### src/rtl/mat_mul_seq.sv
// Sequencer for an I x J by J x K float matrix product built around one shared,
// fixed-latency external vec_dot unit. Elements are moved bit-exact; no arithmetic here.
module mat_mul_seq #(
    parameter int EXP_WIDTH  = 8,
    parameter int FRAC_WIDTH = 23,
    parameter int I          = 4,
    parameter int J          = 4,
    parameter int K          = 4,
    parameter int DOT_LAT    = 2,
    localparam int W         = 1 + EXP_WIDTH + FRAC_WIDTH
) (
    input  logic               clk,
    input  logic               rst_n,
    input  logic               in_valid,
    output logic               in_ready,
    input  logic [I*J*W-1:0]   lhs,
    input  logic [J*K*W-1:0]   rhs,
    output logic [J*W-1:0]     dot_lhs,
    output logic [J*W-1:0]     dot_rhs,
    input  logic [W-1:0]       dot_res,
    output logic               out_valid,
    input  logic               out_ready,
    output logic [I*K*W-1:0]   res,
    output logic               busy
);

    // state | meaning
    // IDLE  | waiting for operand handshake
    // ISSUE | one row/column pair presented to vec_dot per cycle
    // DRAIN | waiting for the last in-flight product to return
    // DONE  | result matrix presented, waiting for consumer
    typedef enum logic [1:0] {IDLE, ISSUE, DRAIN, DONE} state_t;

    localparam int NE = I * K;
    localparam int NW = $clog2(NE + 1);

    state_t            state, state_nxt;
    logic [I*J*W-1:0]  lhs_q;
    logic [J*K*W-1:0]  rhs_q;
    logic [NW-1:0]     n_q;
    logic              pv_q [DOT_LAT];
    logic [NW-1:0]     pn_q [DOT_LAT];

    logic [I*J*W-1:0]  src_lhs;
    logic [J*K*W-1:0]  src_rhs;
    logic [NW-1:0]     sel_n;
    logic [J*W-1:0]    row_sel, col_sel;
    logic              load_ops, last_issue, cap_en;
    logic [NW-1:0]     cap_n;

    assign last_issue = (n_q == NW'(NE - 1));
    assign cap_en     = pv_q[DOT_LAT-1];
    assign cap_n      = pn_q[DOT_LAT-1];
    assign in_ready   = (state == IDLE);
    assign out_valid  = (state == DONE);
    assign busy       = (state != IDLE);

    always_ff @(posedge clk) begin
        if (!rst_n) state <= IDLE;
        else        state <= state_nxt;
    end

    always_comb begin
        state_nxt = state;
        case (state)
            IDLE:    if (in_valid) state_nxt = ISSUE;
            ISSUE:   if (last_issue) state_nxt = DRAIN;
            DRAIN:   if (cap_en && cap_n == NW'(NE - 1)) state_nxt = DONE;
            DONE:    if (out_ready) state_nxt = IDLE;
            default: state_nxt = IDLE;
        endcase
    end

    // Operands are registered one cycle ahead, so index 0 is loaded straight from the
    // input ports on the accepting edge and later indices from the captured copies.
    always_comb begin
        load_ops = 1'b0;
        sel_n    = '0;
        src_lhs  = lhs_q;
        src_rhs  = rhs_q;
        row_sel  = '0;
        col_sel  = '0;
        if (state == IDLE) begin
            load_ops = in_valid;
            src_lhs  = lhs;
            src_rhs  = rhs;
        end else if (state == ISSUE && !last_issue) begin
            load_ops = 1'b1;
            sel_n    = n_q + NW'(1);
        end
        for (int e = 0; e < NE; e++) begin
            if (sel_n == NW'(e)) begin
                for (int j = 0; j < J; j++) begin
                    row_sel[j*W +: W] = src_lhs[((e / K) * J + j)*W +: W];
                    col_sel[j*W +: W] = src_rhs[(j * K + (e % K))*W +: W];
                end
            end
        end
    end

    always_ff @(posedge clk) begin
        if (!rst_n) begin
            lhs_q   <= '0;
            rhs_q   <= '0;
            n_q     <= '0;
            dot_lhs <= '0;
            dot_rhs <= '0;
            res     <= '0;
            for (int d = 0; d < DOT_LAT; d++) begin
                pv_q[d] <= 1'b0;
                pn_q[d] <= '0;
            end
        end else begin
            if (state == IDLE && in_valid) begin
                lhs_q <= lhs;
                rhs_q <= rhs;
                n_q   <= '0;
            end else if (state == ISSUE) begin
                n_q <= n_q + NW'(1);
            end
            if (load_ops) begin
                dot_lhs <= row_sel;
                dot_rhs <= col_sel;
            end
            // Stage 0 tags the product on display this cycle; after DOT_LAT stages its
            // result is on dot_res.
            pv_q[0] <= (state == ISSUE);
            pn_q[0] <= n_q;
            for (int d = 1; d < DOT_LAT; d++) begin
                pv_q[d] <= pv_q[d-1];
                pn_q[d] <= pn_q[d-1];
            end
            if (cap_en) begin
                for (int e = 0; e < NE; e++) begin
                    if (cap_n == NW'(e)) res[e*W +: W] <= dot_res;
                end
            end
        end
    end

endmodule

### config.mk
export PLATFORM = sky130hd
export DESIGN_NAME = mat_mul_seq
export DESIGN_NICKNAME = d
export VERILOG_FILES = /design/src/rtl/mat_mul_seq.sv
export SDC_FILE = /design/constraint.sdc
export NUM_CORES = 2
export LEC_CHECK = 0
export ABC_CLOCK_PERIOD_IN_PS = 4240
export CAP_MARGIN = 20
export CORE_AREA = 2 2 719 721
export CTS_BUF_LIST = sky130_fd_sc_hd__clkbuf_4
export CTS_CLUSTER_SIZE = 8
export DETAILED_ROUTE_END_ITERATION = 6
export DIE_AREA = 0 0 721 723
export HOLD_SLACK_MARGIN = 0.1
export PLACE_DENSITY_LB_ADDON = 0.2
export REMOVE_ABC_BUFFERS = 1
export SLEW_MARGIN = 30
export SYNTH_ARGS = -nofsm -noshare
export SYNTH_HDL_FRONTEND = slang
export SYNTH_SLANG_ARGS = --single-unit
### constraint.sdc
create_clock -name clk -period 4.24 [get_ports clk]
set_input_delay 1.272 -clock clk [delete_from_list [all_inputs] [get_ports clk]]
set_output_delay 1.272 -clock clk [all_outputs]
set_load 0.005 [all_outputs]
# Word-level counts from Yosys, hierarchy flattened
# Memories as Yosys holds them, arrays and structs flattened.
# Index checks and enable logic that the tools add are counted.
# word_totals
register_bits	1799
ramBits	12
inputBits	1060
out_inout_bits	771
word_cells	143
mem_count	2
# classes
addsub	1
eq_ne	38
n_mux	49
bitwise_logic	5
n_reduce_logical	26
# mem_list
memory	depth	width	read_ports	rd_ports_with_merged_regs	wr	line_no	source
pn_q	2	5	2	0	2	42	logic [NW-1:0] pn_q [DOT_LAT];
pv_q	2	1	2	0	2	41	logic pv_q [DOT_LAT];
# ops
op	n
2-to-1 mux 128 bit	32
2-to-1 mux 512 bit	2
equality test 5 x 4 -> 1 bit, second input constant	17
equality test 5 x 3 -> 1 bit, second input constant	8
AND reduction 2 bit	16
equality test 5 x 2 -> 1 bit, second input constant	4
2-to-1 mux 5 bit	4
equality test 5 x 1 -> 1 bit, second input constant	2
logical NOT 5 bit	2
2-to-1 mux 2 bit	4
case mux 2 bit (4 select lines)	1
2-to-1 mux 1 bit	6
inequality test 2 bit, second input constant	3
adder 5 x 1 -> 5 bit, second input constant	1
equality test 2 bit, second input constant	2
OR 1 bit	4
AND reduction 4 bit	1
logical AND 1 bit	3
equality test 2 x 1 -> 1 bit, second input constant	1
logical NOT 2 bit	1
inequality test 2 x 1 -> 1 bit, second input constant	1
nonzero test 2 bit	1
OR reduction 2 bit	1
logical NOT 1 bit	1
inverter 1 bit	1

# Longest topological paths before layout
# logic_depth
ltp_word	22
depth_mapped	16
ltp_nobuf	10

# Worst setup path before layout
# OpenSTA, ideal clock, no wires.
# synth_path
kind	register to register
from	reg n_q[1]
to	reg dot_rhs[110]
setup_ns	0.134
arrival_ns	3.162
required_time_ns	4.106
setup_slack_ns	0.944
stages_incl_launch_ff	15
period_less_slack_ns	3.296
path_cell_list	dfxtp_1 ha_1 buf_2 buf_1 and3_1 ha_1 clkbuf_1 and4b_1 and4_1 nor2_2 buf_2 o221a_2 a21oi_1 o311ai_0 nand4_1
# synth_between
elab_chain_cells	22
word_cells_on_any_way	40
cone_classes	add/sub: 1; eq/ne: 16; mux: 20; reduce/logical: 3
# synth_lines
item	line_no	source
from (decl)	40	logic [NW-1:0] n_q;
from (signal assigned)	119	n_q <= n_q + NW'(1);
parallel branches: the longest is 22 deep, another holds adder 5 x 1 -> 5 bit	n/a	
to (signal assigned)	123	dot_rhs <= col_sel;
to (decl)	19	output logic [J*W-1:0] dot_rhs,
# Several ways; the timed one is not identified.
# A chain may end at the register's enable or synchronous reset.

# Final worst setup path
# layout_path
from	reg dot_rhs[40]
to	out dot_rhs[40]
# No word-level cell between the ends.

==> results list <==
- The run finished with clean final reports.
- After floorplanning, the core was divided into 264 placement rows.
- Floorplan die height: between 700 and 800 um
- Using the TritonRoute via totals, the vias-per-cell ratio works out to 4.69.
* Total number of H-tree levels: 6
- Data arrives at the worst endpoint at 2.66 ns.
- The cell area that synthesis handed to floorplanning was 87500 um2.
- Count of endpoints failing hold in the final timing report: 0
* Final critical-path required period: between 3 and 4 ns
- In this run, distinct cell masters in the synthesized netlist total 82.
- Vias after detailed routing: 98281
* Primary flip-flop cell chosen by synthesis mapping: dfxtp_1
- Top Ports: 1831
- Routed wirelength normalized by instance count: around 27 um
* Seq. cell area: 36300 um2
- Sequential cells were found to cover 41.4% of the synthesized design area.
* Post-synth EDFFs: 0
- Counting along the longest clock path gives a buffer depth of 4.
- Final setup slack of the worst path: ~0.31 ns
- Placeable core region: 515000 um2
- Final hold analysis gives a worst-case slack of 0.408 ns.
* Crit path kind: reg2out
- Setup violations remaining at the end of the flow were counted as 0.
* Initial standard-cell utilization of the core: 17.0%
- The count of nets left with antenna violations once routing finished came out at 0.
- Nets@finish: 14795
* Count of filler cells inserted in the layout: 56549
- Final WL: 564000 um
- Together, buffers and inverters on the worst path number 1.
- Die Area: 521000 um2
- From synthesis to final layout, the design area changed by 49.0%.
- GRT Util Overall: 20.4%
- The root buffer cell chosen for the clock tree is clkbuf_4.
- Worst setup skew after layout: 0.210 ns
- Sort of element at the end of the critical path: output port
- Entering global routing, the biggest net connects 172 pins.
* Fraction of final layout cells sized beyond drive strength 1: 12.8%
* Setup total negative slack: 0 ns
- At the end of routability-driven placement, the weighted congestion stood at between 0.8 and 0.9.
- From left edge to right edge, the die measures 721 um.
* Worst relative slew slack: 23.7%
- In this run the tool buffered the top-level ports with 1830 buffer cells.
* Number of slew-limit violations in the final report: 0
- Total grt overflow: 0
- At the pin with the least slew margin, the transition time is 1.14 ns.
* # DRC: 0
* Power per cell area: between 500 and 600 nW/um2
* DRT Pass-1 Iters: 6
- Slowest CP cell: clkdlybuf4s50_1
- Number of global-route vias before repair: 93774
* Kind of path behind the tightest hold check: in2reg
- IR analysis of the VDD net gives a maximum drop of 854 uV.
- TritonCTS built the clock tree.
- Leaving out fill and tap cells, the most frequent cells in the layout are nand2_1, a21oi_1, dfxtp_1.
- HPWL reported at the end of detailed placement: 400000 um
- Initial drt markers: 8587
- Source-to-sink clock delay at the later pin of the worst-skew pair: 1.57 ns
- Synth async-reset ratio: 0%
* Peak per-stage delay on the critical path: 0.67 ns
- Synthesized instance count: 11137
* Average cell area after synthesis: 7.86 um2
* Worst setup path startpoint: dot_rhs[40]
- Leakage power: a little under 50 nW
- Max Clk Rate: approximately 0.25 GHz
- First-pass GRT wire length: 764000 um
* Area of the multi-input gates: between 40000 and 50000 um2
* Crit start category: flop
- Number of clock sinks: 1811
- Reg2reg start: n_q[0]
- Hold path startpoint: rhs[313]
- Most common cell after layout, fill and taps aside: nand2_1
- Critical Path RT: 2.97 ns
- Number of buffers inserted during clock tree synthesis: between 500 and 600
- Maximum fanout along the worst path: 2
- Dividing the final minimum period by the clock period gives 92.8%.
- Grouping stages by cell kind, the critical path spends the most delay in buffers and inverters.
- Yosys warning total: 0
- Before CTS, the worst setup slack after placement is 0.489 ns.
* Number of antenna violations at the first check in global routing: 172
- Cell breakdown of the critical path: clkdlybuf4s50_1
- Max-cap violations in this run came to 0.
- The synthesized design contains 1811 register bits.
- Clock edge transition at the registers on the reported setup and hold paths: 0.06 ns
## routing by layer
metal,up-vias,GRT usage (%),routed length [um]
met4,62,8.81,26700
li1,44914,-,-
met5,-,0,437
met2,4372,34.8,271000
met1,47696,24.5,227000
met3,1237,4.56,39100
## cells by family after synthesis
family	count (synthesis)	share of synthesized area, %
adders and majority gates	7	0.100
AOI/OAI and AO/OA	3395	24.2
and+or+nand+nor	3811	17.0
xor gates and xnor gates	6	0.0987
muxes	1032	12.2
DFF	1811	41.4
buffers and inverters	1075	4.93
## final timing paths
check / endpoint / slack, ns / cells past startpoint
worst max register to register: dot_lhs[55] / 0.43 / 9
worst max-delay path: dot_rhs[40] / 0.31 / 1
worst min register to register: rhs_q[502] / 0.45 / 2
worst min-delay path: rhs_q[313] / 0.41 / 3
## repair_timing
item	CTS	global route
endpoints found under the setup margin	50	0
hold buffers	838	0
gates resized for setup	65	0
endpoints found under the hold margin	1015	0
buffers inserted	5	0
## power by group
group | internal, W | switching [W]
clock | 0.00926 | 0.00897
sequential | 0.0200 | 0.00200
combinational | 0.0134 | 0.0201
## cell type report
cell class | instances | share of cell area, %
diodes | 84 | 0.161
clock buffers | 817 | 4.70
clock inverters | 128 | 0.668
inverters | 21 | 0.0691
multi-input cells | 8251 | 36.4
flip-flops and latches | 1811 | 27.8
well taps | 6783 | 6.51
repair buffers | 3063 | 23.6
## Yosys cell counts (41+ instances only)
| library cell | instances | area [um2] |
|---|---|---|
| o21ai_0 | 312 | 1560 |
| o221ai_1 | 235 | 2060 |
| mux2i_1 | 798 | 7990 |
| buf_2 | 160 | 801 |
| clkbuf_1 | 811 | 3040 |
| dfxtp_1 | 1811 | 36300 |
| nor2_1 | 256 | 961 |
| mux2_2 | 230 | 2590 |
| nand2_1 | 3315 | 12400 |
| a22o_1 | 41 | 359 |
| a21oi_1 | 1802 | 9020 |
| a22oi_1 | 70 | 526 |
| a211oi_1 | 87 | 653 |
| o22ai_1 | 273 | 1710 |
| nor3_1 | 50 | 250 |
| a221oi_1 | 134 | 1170 |
| buf_1 | 64 | 240 |
| o211ai_1 | 62 | 465 |
| o221a_2 | 145 | 1630 |
## worst reg2reg max path: cells and delay by family (launching register included)
kind | cells | cell delay [ns]
and+or+nand+nor | 2 | 0.66
buffers and inverters | 4 | 1.77
DFF | 1 | 0.33
xor gates and xnor gates | 1 | 0.47
AOI/OAI and AO/OA | 2 | 0.45
## per-stage QoR
| step | utilization (%) | total power (W) | cell area, um2 | instances |
|---|---|---|---|---|
| global placement | 22.3 | 0.0549 | 115000 | 19080 |
| floorplan | - | 0.0271 | 83300 | 10083 |
| global route | 25.3 | 0.0777 | 130000 | 20921 |
| finish | 25.3 | 0.0738 | 130000 | 20958 |
| CTS | 25.3 | 0.0746 | 130000 | 20874 |
| detailed placement | 22.3 | 0.0549 | 115000 | 19085 |
## sequential cells by signal (all words and copies together), names as in the netlist
signal   flops
dot_lhs    128
dot_rhs    128
lhs_q      512
n_q          5
pn_q        10
pv_q         2
res        512
rhs_q      512
state        2
No activity file was read; power rests on OpenSTA's default activity.
